`src/rtl/updown_counter_param.sv`:
```
// Parametrised up/down modulo counter with enable, synchronous clear/load and a wrap-event counter.
// Define UDCNT_SAT_EN to build the saturating variant instead of wrap/reload.
module updown_counter_param #(
   parameter int WIDTH = 4,
   parameter int CW    = 8
) (
   input  logic             clk,
   input  logic             rst_n,
   input  logic             clr,
   input  logic             load,
   input  logic [WIDTH-1:0] load_val,
   input  logic             en,
   input  logic             dir,
   input  logic [WIDTH-1:0] up_max,
   input  logic [WIDTH-1:0] dn_max,
   output logic [WIDTH-1:0] q,
   output logic             tc,
   output logic [CW-1:0]    wrap_cnt
);

   localparam logic [WIDTH-1:0] Q_ZERO = {WIDTH{1'b0}};
   localparam logic [WIDTH-1:0] Q_ONE  = {{(WIDTH-1){1'b0}}, 1'b1};
   localparam logic [CW-1:0]    W_ZERO = {CW{1'b0}};
   localparam logic [CW-1:0]    W_ONE  = {{(CW-1){1'b0}}, 1'b1};

   logic [WIDTH-1:0] q_r;
   logic             tc_r;
   logic [CW-1:0]    wrap_cnt_r;

   logic [WIDTH-1:0] q_nxt_s;
   logic             tc_nxt_s;
   logic [CW-1:0]    wrap_nxt_s;

`ifdef UDCNT_SAT_EN
   // dn_max has no role once reload is replaced by saturation at zero.
   logic unused_dn_max_s;
   assign unused_dn_max_s = ^dn_max;

   // Next-state: clear > load > saturating count > hold.
   always_comb begin
      q_nxt_s    = q_r;
      tc_nxt_s   = 1'b0;
      wrap_nxt_s = wrap_cnt_r;
      if (clr) begin
         q_nxt_s    = Q_ZERO;
         wrap_nxt_s = W_ZERO;
      end else if (load) begin
         q_nxt_s = load_val;
      end else if (en) begin
         if (!dir) begin
            if (q_r >= up_max) begin
               q_nxt_s  = up_max;
               tc_nxt_s = 1'b1;
               // A q above up_max being pulled down counts as a fresh arrival.
               if (q_r != up_max) begin
                  wrap_nxt_s = wrap_cnt_r + W_ONE;
               end else begin
                  wrap_nxt_s = wrap_cnt_r;
               end
            end else if ((q_r + Q_ONE) == up_max) begin
               q_nxt_s    = up_max;
               tc_nxt_s   = 1'b1;
               wrap_nxt_s = wrap_cnt_r + W_ONE;
            end else begin
               q_nxt_s = q_r + Q_ONE;
            end
         end else begin
            if (q_r == Q_ZERO) begin
               q_nxt_s  = Q_ZERO;
               tc_nxt_s = 1'b1;
            end else if (q_r == Q_ONE) begin
               q_nxt_s    = Q_ZERO;
               tc_nxt_s   = 1'b1;
               wrap_nxt_s = wrap_cnt_r + W_ONE;
            end else begin
               q_nxt_s = q_r - Q_ONE;
            end
         end
      end else begin
         q_nxt_s = q_r;
      end
   end
`else
   // Next-state: clear > load > wrapping count > hold.
   always_comb begin
      q_nxt_s    = q_r;
      tc_nxt_s   = 1'b0;
      wrap_nxt_s = wrap_cnt_r;
      if (clr) begin
         q_nxt_s    = Q_ZERO;
         wrap_nxt_s = W_ZERO;
      end else if (load) begin
         q_nxt_s = load_val;
      end else if (en) begin
         if (!dir) begin
            // >= so that a q left above a lowered limit wraps instead of running away.
            if (q_r >= up_max) begin
               q_nxt_s    = Q_ZERO;
               tc_nxt_s   = 1'b1;
               wrap_nxt_s = wrap_cnt_r + W_ONE;
            end else begin
               q_nxt_s = q_r + Q_ONE;
            end
         end else begin
            if (q_r == Q_ZERO) begin
               q_nxt_s    = dn_max;
               tc_nxt_s   = 1'b1;
               wrap_nxt_s = wrap_cnt_r + W_ONE;
            end else begin
               q_nxt_s = q_r - Q_ONE;
            end
         end
      end else begin
         q_nxt_s = q_r;
      end
   end
`endif

   // State registers with asynchronous clear.
   always_ff @(posedge clk or negedge rst_n) begin
      if (!rst_n) begin
         q_r        <= Q_ZERO;
         tc_r       <= 1'b0;
         wrap_cnt_r <= W_ZERO;
      end else begin
         q_r        <= q_nxt_s;
         tc_r       <= tc_nxt_s;
         wrap_cnt_r <= wrap_nxt_s;
      end
   end

   assign q        = q_r;
   assign tc       = tc_r;
   assign wrap_cnt = wrap_cnt_r;

endmodule

```
`config.mk`:
```
export PLATFORM = sky130hd
export DESIGN_NAME = updown_counter_param
export DESIGN_NICKNAME = d
export VERILOG_FILES = /design/src/rtl/updown_counter_param.sv
export SDC_FILE = /design/constraint.sdc
export NUM_CORES = 1
export LEC_CHECK = 0
export ABC_CLOCK_PERIOD_IN_PS = 2250
export BUFFER_PORTS_ARGS = -buffer_cell sky130_fd_sc_hd__buf_2
export CELL_PAD_IN_SITES_DETAIL_PLACEMENT = 1
export CELL_PAD_IN_SITES_GLOBAL_PLACEMENT = 1
export CORE_MARGIN = 1.5
export CORE_UTILIZATION = 33
export DETAILED_ROUTE_END_ITERATION = 16
export GPL_TIMING_DRIVEN = 0
export PLACE_DENSITY = 0.76
export SLEW_MARGIN = 10
export SYNTH_ARGS = -nofsm -noshare
export SYNTH_HDL_FRONTEND = slang
export SYNTH_SLANG_ARGS = --single-unit
```
`constraint.sdc`:
```
create_clock -name clk -period 2.25 [get_ports clk]
set_clock_uncertainty 0.2 [all_clocks]
set_input_delay 0.3375 -clock clk [delete_from_list [all_inputs] [get_ports clk]]
set_output_delay 0.3375 -clock clk [all_outputs]
set_load 0.03 [all_outputs]
```
# [Word-level counts from Yosys, hierarchy flattened]
# Index checks and enable logic that the tools add are counted.
[totals] ramBits=0 latch_bits=0 word_cells=32 reg_bits=13 inputBits=18 mem_bits_ro=0 mem_count=0
[op_classes] n_eq_ne=2 order_cmp=1 multipliers=0 addsub=3 n_mux=18 n_bitwise=0 div=0 reduce_logical=5 shift=0
[op_table] op="2-to-1 mux 8 bit" n=6
[op_table] op="2-to-1 mux 4 bit" n=6
[op_table] op="adder 8 x 1 -> 8 bit, second input constant" n=1
[op_table] op="2-to-1 mux 1 bit" n=6
[op_table] op="nonzero test 3 bit" n=2
[op_table] op="adder 4 x 1 -> 4 bit, second input constant" n=1
[op_table] op=">= comparator 4 bit" n=1
[op_table] op="logical NOT 4 bit" n=1
[op_table] op="AND reduction 4 bit" n=1
[op_table] op="subtractor 4 x 1 -> 4 bit, second input constant" n=1
[op_table] op="inequality test 3 x 2 -> 1 bit, second input constant" n=1
[op_table] op="inequality test 2 bit, second input constant" n=1
[op_table] op="nonzero test 2 bit" n=1

# [Logic depth before layout (Yosys ltp)]
# Gate-level depths: netlist of run 1.
[depth] depth_word=6 mapped_depth=7 mapped_depth_nobuf=6

# [Worst setup path before layout of run 1]
# OpenSTA, ideal clock, no wires.
[synth_timing] path_type="reg2reg" startpoint="reg q_r[0], in the netlist q[0]" endpoint="reg wrap_cnt_r[5], in the netlist wrap_cnt[5]" synth_period_minus_slack_ns=2.479 n_path_buf=1 arrival_time_ns=2.154 path_slack_ns=-0.229 path_stages_with_launch=8 path_cell_list="dfrtp_1 > inv_1 > ha_1 > or3b_4 > and2_4 > buf_6 > nor4_1 > mux2_2"
[synth_between] elab_chain_len=3
[synth_lines] element="from (decl)" line="26" source="logic [WIDTH-1:0] q_r;"
[synth_lines] element="from (signal assigned)" line="126" source="q_r <= q_nxt_s;"
[synth_lines] element=">= comparator 4 bit or logical NOT 4 bit (tied branches)" line="97, 105"
[synth_lines] element="nonzero test 3 bit (no source line) or inequality test 3 x 2 -> 1 bit (tied branches)"
[synth_lines] element="AND reduction 4 bit (no source line) *"
[synth_lines] element="to (signal assigned)" line="128" source="wrap_cnt_r <= wrap_nxt_s;"
[synth_lines] element="to (decl)" line="28" source="logic [CW-1:0] wrap_cnt_r;"
# Mark *: on every way between the ends. The rest lies on a longest branch, timed or not.
# A chain may end at the register's enable or synchronous reset.

# [Worst setup path after layout of run 1]
[layout_timing] startpoint="reg q_r[0], in the netlist q[0]" endpoint="reg wrap_cnt_r[7], in the netlist wrap_cnt[7]"
# Same word-level chain as after synthesis.

==> results.md, run 1 <==
- Outcome: finished, violations left
- Failing checks: design-rule violations
- Synthesized area per cell: 8.90 um^2
- Flip-flop and latch area: 330 um^2
- Final setup violating endpoints: 0
- Routability cong.: 0.802
- Final WL: 3200 um
- Final hold vios: 0
- Switching power: 0.224 mW
- Clock latency on the worst-skew pair: 290 ps
- Crit Path Max Fanout: 5
- Routed length per instance: 17.1 um
- Placed inst area: 1230 um^2
- Int Pwr: 0.405 mW
- Root Buffer: clkbuf_4
- Sequential area share after synthesis: 32.3%
- Fraction of layout cells with a size suffix above 1: 41.7%
- Net Count, Synth: 138
- Clock transition at path regs: 90 ps
- Vias: 1041
- Synth unique cells: 36
- Drt initial violations: 18
- Global-route wire length before repair: 4970 um
- Most frequent cell after synthesis: dfrtp_1
- Initial Util: 35.6%
- Largest cells by area after synthesis: dfrtp_1, ha_1, mux2_2
- Combinational Power Share: 34.9%
- Tightest Pin Transition: 550 ps
- Die Wd: 58.2 um
- Crit. End Element: register
- Arr. time, crit path: 2190 ps
- Area taken by multi-input logic gates: 687 um^2
- Post-Syn Area: 1010 um^2
- Fmax: 0.453 GHz
- Synth-to-Final Area Change: 37.2%
- Commonest register cell after synthesis: dfrtp_1
- Tcrit/Tclk final: 98.1%
- Post-layout min period: 2210 ps
- Hold Path Depth: 3
- # IOs: 31
- Slowest cell on crit path: dfrtp_2
- CTS tree: built
- Area leader, netlist: dfrtp_1
- Global route overflow: 0
- Initial antenna violation count: 0
- DP HPWL: 2230 um
- CP cell instances: inv_4 > ha_4 > or3b_4 > and2_4 > buf_4 > nor4_4 > mux2_4
- Post-layout nets: 182
- Clock buffer depth: 2
- Yosys reg bits: 13
- Hold Path Class: input port to register
- R2R depth: 7
- Ant diodes: 0
- First-pass detailed-route iteration total: 10
- Dpl ws: -107 ps
- Cell Pwr Density: 455 nW/um^2
- Relative slew slack: 63.4%
- Number of global-route vias before repair: 1050
- Clock Power Share: 25.0%
- DP Cell Count: 173
- GRT Util Overall: 19.7%
- H-tree Lvls: 1
- Required time of the critical path: 2230 ps
- Synth Warn #: 0
- Count of flip-flops with a built-in enable after synthesis: 0
- Layout filler cell count: 329
- Num CTS Buffers: 3
- Fin util: 48.8%
- Crit Path Category: register to register
- # DRC: 1
- Core Area: 2830 um^2
- Max VDD drop: 0.312 mV
- Reg power frac: 40.1%
- Post-synth top cells: dfrtp_1, inv_1, nor2_1
- Via-to-Cell Ratio: 5.57
- Largest net degree at the start of global routing: 14
- Num rows: 19
- Design area: 1380 um^2
- Fin. max-slew vios: 0
- CP Launch Type: register
- Filler-free cell count of the finished design: 187
- Max-Cap Viols: 0
- Static leakage: 0.651 nW
- Clock sink count: 13
- DIE HEIGHT: 58.2 um
- Mapped Cells: 113
- Synth top area share: 32.3%
- Fin worst setup slack: 42.9 ps
- Sw frac: 35.6%
- Port Buf Inserts: 29
- Crit-path max cell delay: 440 ps
- Die area: 3390 um^2
- Antenna-violating nets left: 0
- Asr flop ratio synth: 100%
==> worst max-delay path, delay by kind of cell (launching register included) <==
| family | cells | cell delay (ps) |
|---|---|---|
| fa+ha+maj | 1 | 130 |
| buf+inv | 2 | 230 |
| simple gates | 3 | 770 |
| flops | 1 | 440 |
| mux | 1 | 320 |
==> area by class of cell <==
type | instances | share of cell area (%)
plain buffers | 5 | 2.72
clock buffers | 3 | 1.63
clock inverters | 1 | 0.363
inverters | 9 | 2.63
multi-input cells | 86 | 49.8
flip-flops and latches | 13 | 23.9
well taps | 31 | 2.81
repair buffers | 39 | 16.1
==> power groups by stage <==
stage	registers, mW	logic [mW]	clock network [mW]
after floorplan	0.273	0.105	0
after global placement	0.261	0.168	0
after detailed placement	0.261	0.179	0
after CTS	0.251	0.207	0.159
after global routing	0.253	0.240	0.166
final	0.252	0.219	0.157
==> flip-flops by register name, summed over array words and instances (netlist names) <==
register	cells
tc	1
wrap_cnt	8
q	4
==> layer usage <==
| metal | vias up | wire, um | global-route usage [%] |
|---|---|---|---|
| li1 | 498 | - | - |
| met1 | 512 | 1320 | 24.2 |
| met2 | 25 | 1670 | 34.6 |
| met3 | 6 | 147 | 4.46 |
| met4 | 0 | 63 | 4.98 |
| met5 | - | 0 | 0 |
==> cell usage in the layout (no fill, tap or decap), types with 2 or more instances in the layout <==
master    Yosys  layout
buf_2         0      29
buf_4         0       9
dfrtp_1      13       9
nor2_1        8       8
inv_1         9       7
nor2b_1       7       7
a21oi_1       7       7
ha_1          7       6
nand2_1       5       5
nor4_4        1       4
nand4_1       4       4
nand2b_1      4       4
dfrtp_2       0       4
clkbuf_1      4       3
a211oi_1      3       3
mux2_4        0       3
o31ai_1       3       3
nor3_1        3       3
o21ai_0       3       3
clkbuf_4      0       3
or4_1         2       2
mux2i_1       2       2
a31oi_1       2       2
nand3_1       2       2
mux2_2        5       2
==> what timing repair did <==
action,4_1_cts,5_1_grt
gates resized for setup,5,6
endpoints found under the hold margin,13,0
pin swaps,2,2
endpoints found under the setup margin,7,4
hold buffers,1,0
gates cloned,0,1
setup buffers,8,1
==> cell families (layout without fill, tap and decap cells) <==
family	after synthesis	in the layout	share of synthesized area, %
DFF	13	13	32.3
AOI/OAI and AO/OA	24	24	15.2
muxes	7	7	7.59
and+or+nand+nor	45	46	27.4
buffers and inverters	15	57	7.09
adders and majority gates	7	7	8.71
xor gates and xnor gates	2	2	1.74
==> worst paths after layout <==
path | start | to | slack (ps)
worst max-delay path | q[0]$_DFFE_PN0P_ | wrap_cnt[7]$_DFFE_PN0P_ | 40
worst min-delay path | load_val[2] | q[2]$_DFFE_PN0P_ | 100
worst max register to register | q[0]$_DFFE_PN0P_ | wrap_cnt[7]$_DFFE_PN0P_ | 40
worst min register to register | wrap_cnt[4]$_DFFE_PN0P_ | wrap_cnt[4]$_DFFE_PN0P_ | 400
max in group asynchronous | rst_n | q[2]$_DFFE_PN0P_ | 1330
min in group asynchronous | rst_n | wrap_cnt[6]$_DFFE_PN0P_ | 260
==> per-stage QoR <==
stage	TNS, ps	hold slack, ps	power, mW
finish	0	104	0.628
global route	-13.5	123	0.659
CTS	0	109	0.618
detailed placement	-493	54.1	0.441
global placement	-241	46.5	0.429
floorplan	-7.46	-158	0.379
(Power assumes the default switching activity.)
==> run 2: changes to the inputs <==
--- a/config.mk
+++ b/config.mk
@@ -5,15 +5,15 @@
 export SDC_FILE = /design/constraint.sdc
 export NUM_CORES = 1
 export LEC_CHECK = 0
-export ABC_CLOCK_PERIOD_IN_PS = 2250
+export ABC_CLOCK_PERIOD_IN_PS = 2400
 export BUFFER_PORTS_ARGS = -buffer_cell sky130_fd_sc_hd__buf_2
 export CELL_PAD_IN_SITES_DETAIL_PLACEMENT = 1
 export CELL_PAD_IN_SITES_GLOBAL_PLACEMENT = 1
 export CORE_MARGIN = 1.5
-export CORE_UTILIZATION = 33
+export CORE_UTILIZATION = 37
 export DETAILED_ROUTE_END_ITERATION = 16
 export GPL_TIMING_DRIVEN = 0
-export PLACE_DENSITY = 0.76
+export PLACE_DENSITY = 0.81
 export SLEW_MARGIN = 10
 export SYNTH_ARGS = -nofsm -noshare
 export SYNTH_HDL_FRONTEND = slang
==> constraint.sdc (replaced) <==
create_clock -name clk -period 2.4 [get_ports clk]
set_clock_uncertainty 0.2 [all_clocks]
set_input_delay 0.36 -clock clk [delete_from_list [all_inputs] [get_ports clk]]
set_output_delay 0.36 -clock clk [all_outputs]
set_load 0.03 [all_outputs]
==> results.md, run 2 (same netlist as run 1, synthesis figures left out) <==
- Outcome: finished, final reports clean
- GR Layer Usage met2: 40.1%
- Ant diodes: 0
- Max-Cap Viols: 0
- CTS tree: built
- Number of global-route vias before repair: 1009
- Crit Path Max Fanout: 10
- DP Cell Count: 172
- Crit-path max cell delay: 440 ps
- Num CTS Buffers: 3
- First-pass detailed-route iteration total: 4
- Routed length per instance: 16.4 um
- Fin. max-slew vios: 0
- Die Wd: 55.1 um
- Max VDD drop: 0.247 mV
- Fraction of layout cells with a size suffix above 1: 36.9%
- Hold Path Class: input port to register
- Arr. time, crit path: 2320 ps
- Grt met1 use: 26.2%
- Tcrit/Tclk final: 97.2%
- Required time of the critical path: 2380 ps
- Met3 usage: 4.03%
- Initial antenna violation count: 0
- Most frequent cells in the layout: buf_2, dfrtp_1, nor2_1
- DP HPWL: 2130 um
- Global route overflow: 0
- Slowest cell on crit path: dfrtp_2
- Tightest Pin Transition: 504 ps
- # DRC: 0
- Post-layout nets: 175
- CP Launch Type: register
- CP cell instances: inv_2 > ha_4 > or3b_4 > and2_4 > buf_6 > nor4_4 > mux2_2
- H-tree Lvls: 1
- Port Buf Inserts: 29
- Drt initial violations: 7
- Root Buffer: clkbuf_4
- Die area: 3040 um^2
- DIE HEIGHT: 55.1 um
- Final setup violating endpoints: 0
- Most common library cell in the layout ignoring fill and taps: buf_2
- Num rows: 18
- Core Area: 2520 um^2
- Initial Util: 39.9%
- Fmax: 0.429 GHz
- Crit. End Element: register
- Final WL: 2940 um
- Final hold vios: 0
- Static leakage: 0.611 nW
- Antenna-violating nets left: 0
- Via-to-Cell Ratio: 5.64
- Global-route wire length before repair: 4730 um
- Post-layout min period: 2330 ps
- Vias: 1009
- Clock sink count: 13
- Clock buffer depth: 2
- Crit Path Category: register to register
- GRT Util Overall: 22.6%
- Routability cong.: 0.818
- Largest net degree at the start of global routing: 14
- Fin Setup TNS: 0 ps
- Relative slew slack: 66.3%
- # IOs: 31
- Filler-free cell count of the finished design: 179
- Clock latency on the worst-skew pair: 290 ps
- Cell Pwr Density: 435 nW/um^2
- GRT Max-Usage Layer: met2
- Clock transition at path regs: 90 ps
- Max reg flops: 8
- Synth-to-Final Area Change: 29.7%
==> run 2: worst paths after layout <==
path,from,to,slack [ps],cells past startpoint
max in group asynchronous,rst_n,q[1]$_DFFE_PN0P_,1470,2
setup reg to reg,q[1]$_DFFE_PN0P_,wrap_cnt[5]$_DFFE_PN0P_,70,7
hold / removal,load_val[2],q[2]$_DFFE_PN0P_,120,3
min in group asynchronous,rst_n,wrap_cnt[5]$_DFFE_PN0P_,280,2
hold reg to reg,wrap_cnt[4]$_DFFE_PN0P_,wrap_cnt[4]$_DFFE_PN0P_,390,2
setup / recovery,q[1]$_DFFE_PN0P_,wrap_cnt[5]$_DFFE_PN0P_,70,7
==> run 2: per-stage QoR <==
step	worst slack, ps	power [mW]	hold WS [ps]	area [um^2]	utilization (%)
after floorplan	-2.78	0.348	-136	1010	-
after global placement	-97.3	0.394	70.7	1190	47.3
after detailed placement	-150	0.402	73.7	1190	47.3
after CTS	-2.19	0.569	117	1280	50.9
after global routing	-2.59	0.601	127	1310	51.7
final	67.4	0.567	118	1310	51.7
==> run 2: worst max-delay path: cells and delay by family (launching register included) <==
| family | cells | cell delay, ps |
|---|---|---|
| adders and majority gates | 1 | 150 |
| buffers and inverters | 2 | 240 |
| muxes | 1 | 370 |
| DFF | 1 | 440 |
| and+or+nand+nor | 3 | 830 |
==> run 2: layer usage <==
metal | wire length [um] | up-vias
met3 | 94 | 5
met4 | 46 | 0
met1 | 1260 | 502
li1 | - | 482
met5 | 0 | -
met2 | 1540 | 20
==> run 2: timing repair <==
item / CTS / global route
gates resized for setup: 8 / 5
buffers inserted: 2 / 0
endpoints found under the setup margin: 6 / 7
pin swaps: 0 / 1
hold buffers: 1 / 0
hold endpoints to repair: 13 / 0
==> run 2: report_power, final <==
part           switching [mW]  total [mW]  internal, mW
Combinational           0.104       0.180        0.0756
Clock                  0.0862       0.151        0.0648
Sequential            0.00986       0.237         0.227
Total                   0.200       0.567         0.367
==> run 2: area by class of cell <==
cell class                 instances  area, um^2
fill                             316        1220
multi-input combinational         85         667
sequential                        13         329
timing repair buffer              32         170
buffer                             6        41.3
tap                               30        37.5
inverter                           9        33.8
clock buffer                       4        26.3
==> run 3: changes to the inputs <==
--- a/config.mk
+++ b/config.mk
@@ -9,7 +9,6 @@
 export BUFFER_PORTS_ARGS = -buffer_cell sky130_fd_sc_hd__buf_2
 export CELL_PAD_IN_SITES_DETAIL_PLACEMENT = 1
 export CELL_PAD_IN_SITES_GLOBAL_PLACEMENT = 1
-export CORE_MARGIN = 1.5
 export CORE_UTILIZATION = 37
 export DETAILED_ROUTE_END_ITERATION = 16
 export GPL_TIMING_DRIVEN = 0
==> results.md, run 3 (same netlist as run 1, synthesis figures left out) <==
- Final hold vios: 0
- Crit. End Element: register
- H-tree Lvls: 1
- Synth-to-Final Area Change: 33.0%
- Clock buffer depth: 2
- Antenna-violating nets left: 0
- Switching power: 0.209 mW
- Post-layout min period: 2350 ps
- Initial antenna violation count: 0
- Crit Path Category: register to register
- CP Launch Type: register
- Hold Path Class: input port to register
- Number of global-route vias before repair: 1018
- Fin worst setup slack: 52.8 ps
- Final setup violating endpoints: 0
- Most common library cell in the layout ignoring fill and taps: buf_2
- Fin util: 53.0%
- Tcrit/Tclk final: 97.8%
- Tightest Pin Transition: 566 ps
- # DRC: 0
- Metal3 WL: 104 um
- Vias: 1039
- Final WL: 3360 um
- Post-Route M1 WL: 1400 um
- Dpl ws: -128 ps
- Cell Pwr Density: 437 nW/um^2
- GRT Util Overall: 24.8%
- Routability cong.: 0.781
- Combinational Power Share: 33.5%
- # IOs: 31
- Ant diodes: 0
- Routed length per instance: 18.5 um
- CTS tree: built
- Die area: 2930 um^2
- Fraction of layout cells with a size suffix above 1: 38.8%
- DP HPWL: 2180 um
- Detail Route met2 WL: 1820 um
- DIE HEIGHT: 54.1 um
- Global route overflow: 0
- Clock sink count: 13
- Crit Path Max Fanout: 10
- Static leakage: 0.627 nW
- Fin. max-slew vios: 0
- Most frequent cells in the layout: buf_2, dfrtp_1, nor2_1
- Relative slew slack: 62.3%
- Top sig layer: met4
- Clock transition at path regs: 90 ps
- Port Buf Inserts: 29
- Total power: 0.584 mW
- Max reg flops: 8
- Largest net degree at the start of global routing: 14
- Die Wd: 54.1 um
- Core Area: 2520 um^2
- Drt initial violations: 17
- Num rows: 18
- Reg power frac: 40.6%
- Clock Power Share: 25.9%
- Via-to-Cell Ratio: 5.71
- Required time of the critical path: 2380 ps
- Int Pwr: 0.375 mW
- Fmax: 0.426 GHz
- Post-layout nets: 178
- Clock latency on the worst-skew pair: 290 ps
- Initial Util: 39.9%
- Arr. time, crit path: 2330 ps
- Max-Cap Viols: 0
- Max VDD drop: 0.301 mV
- Global-route wire length before repair: 5020 um
- Num CTS Buffers: 3
- Outcome: finished, final reports clean
- First-pass detailed-route iteration total: 4
- Sw frac: 35.8%
- Root Buffer: clkbuf_4
- WHS: 122 ps
==> run 3: path summary, 6_finish.rpt <==
| path | start | endpoint | slack, ps | cells after the start |
|---|---|---|---|---|
| worst max-delay path | q[2]$_DFFE_PN0P_ | wrap_cnt[5]$_DFFE_PN0P_ | 50 | 6 |
| worst min-delay path | load_val[2] | q[2]$_DFFE_PN0P_ | 120 | 3 |
| worst max register to register | q[2]$_DFFE_PN0P_ | wrap_cnt[5]$_DFFE_PN0P_ | 50 | 6 |
| worst min register to register | wrap_cnt[4]$_DFFE_PN0P_ | wrap_cnt[4]$_DFFE_PN0P_ | 440 | 2 |
| max in group asynchronous | rst_n | q[1]$_DFFE_PN0P_ | 1450 | 2 |
| min in group asynchronous | rst_n | wrap_cnt[0]$_DFFE_PN0P_ | 290 | 2 |
==> run 3: what timing repair did <==
item                                    4_1_cts  5_1_grt
resized for setup                             4       13
hold buffers                                  1        0
pin swaps                                     0        3
hold endpoints to repair                     13        0
setup buffers                                 2        4
endpoints found under the setup margin        7        7
==> run 3: layout make-up <==
type	instances	area [um^2]
clock buffer	4	26.3
multi-input combinational	85	678
tap	30	37.5
inverter	9	36.3
fill	318	1180
buffer	5	30.0
sequential	13	329
timing repair buffer	36	200
==> run 3: critical path, cell delays in order, from the launching register on <==
cell      delay (ps)
dfrtp_2          480
ha_1             300
o211ai_1          80
o21a_1           240
clkbuf_4         240
nor4_4           350
mux2_4           340
==> run 3: per-layer routing <==
metal	vias to the layer above	track usage, %
li1	485	-
met1	526	31.9
met2	22	39.8
met3	6	4.52
met4	0	11.1
met5	-	0
==> run 3: power by group through the flow <==
stage | Sequential (mW) | Combinational, mW | Clock (mW)
3_5_place_dp | 0.244 | 0.160 | 0
3_3_place_gp | 0.243 | 0.151 | 0
6_report | 0.237 | 0.196 | 0.152
2_1_floorplan | 0.255 | 0.0929 | 0
4_1_cts | 0.236 | 0.178 | 0.150
5_1_grt | 0.238 | 0.215 | 0.160
==> run 3: metrics by stage <==
step	cells	setup TNS [ps]	area, um^2
after floorplan	113	-8.35	1010
after global placement	172	-186	1190
after detailed placement	172	-501	1190
after CTS	179	0	1270
after global routing	182	-20.5	1340
final	182	0	1340
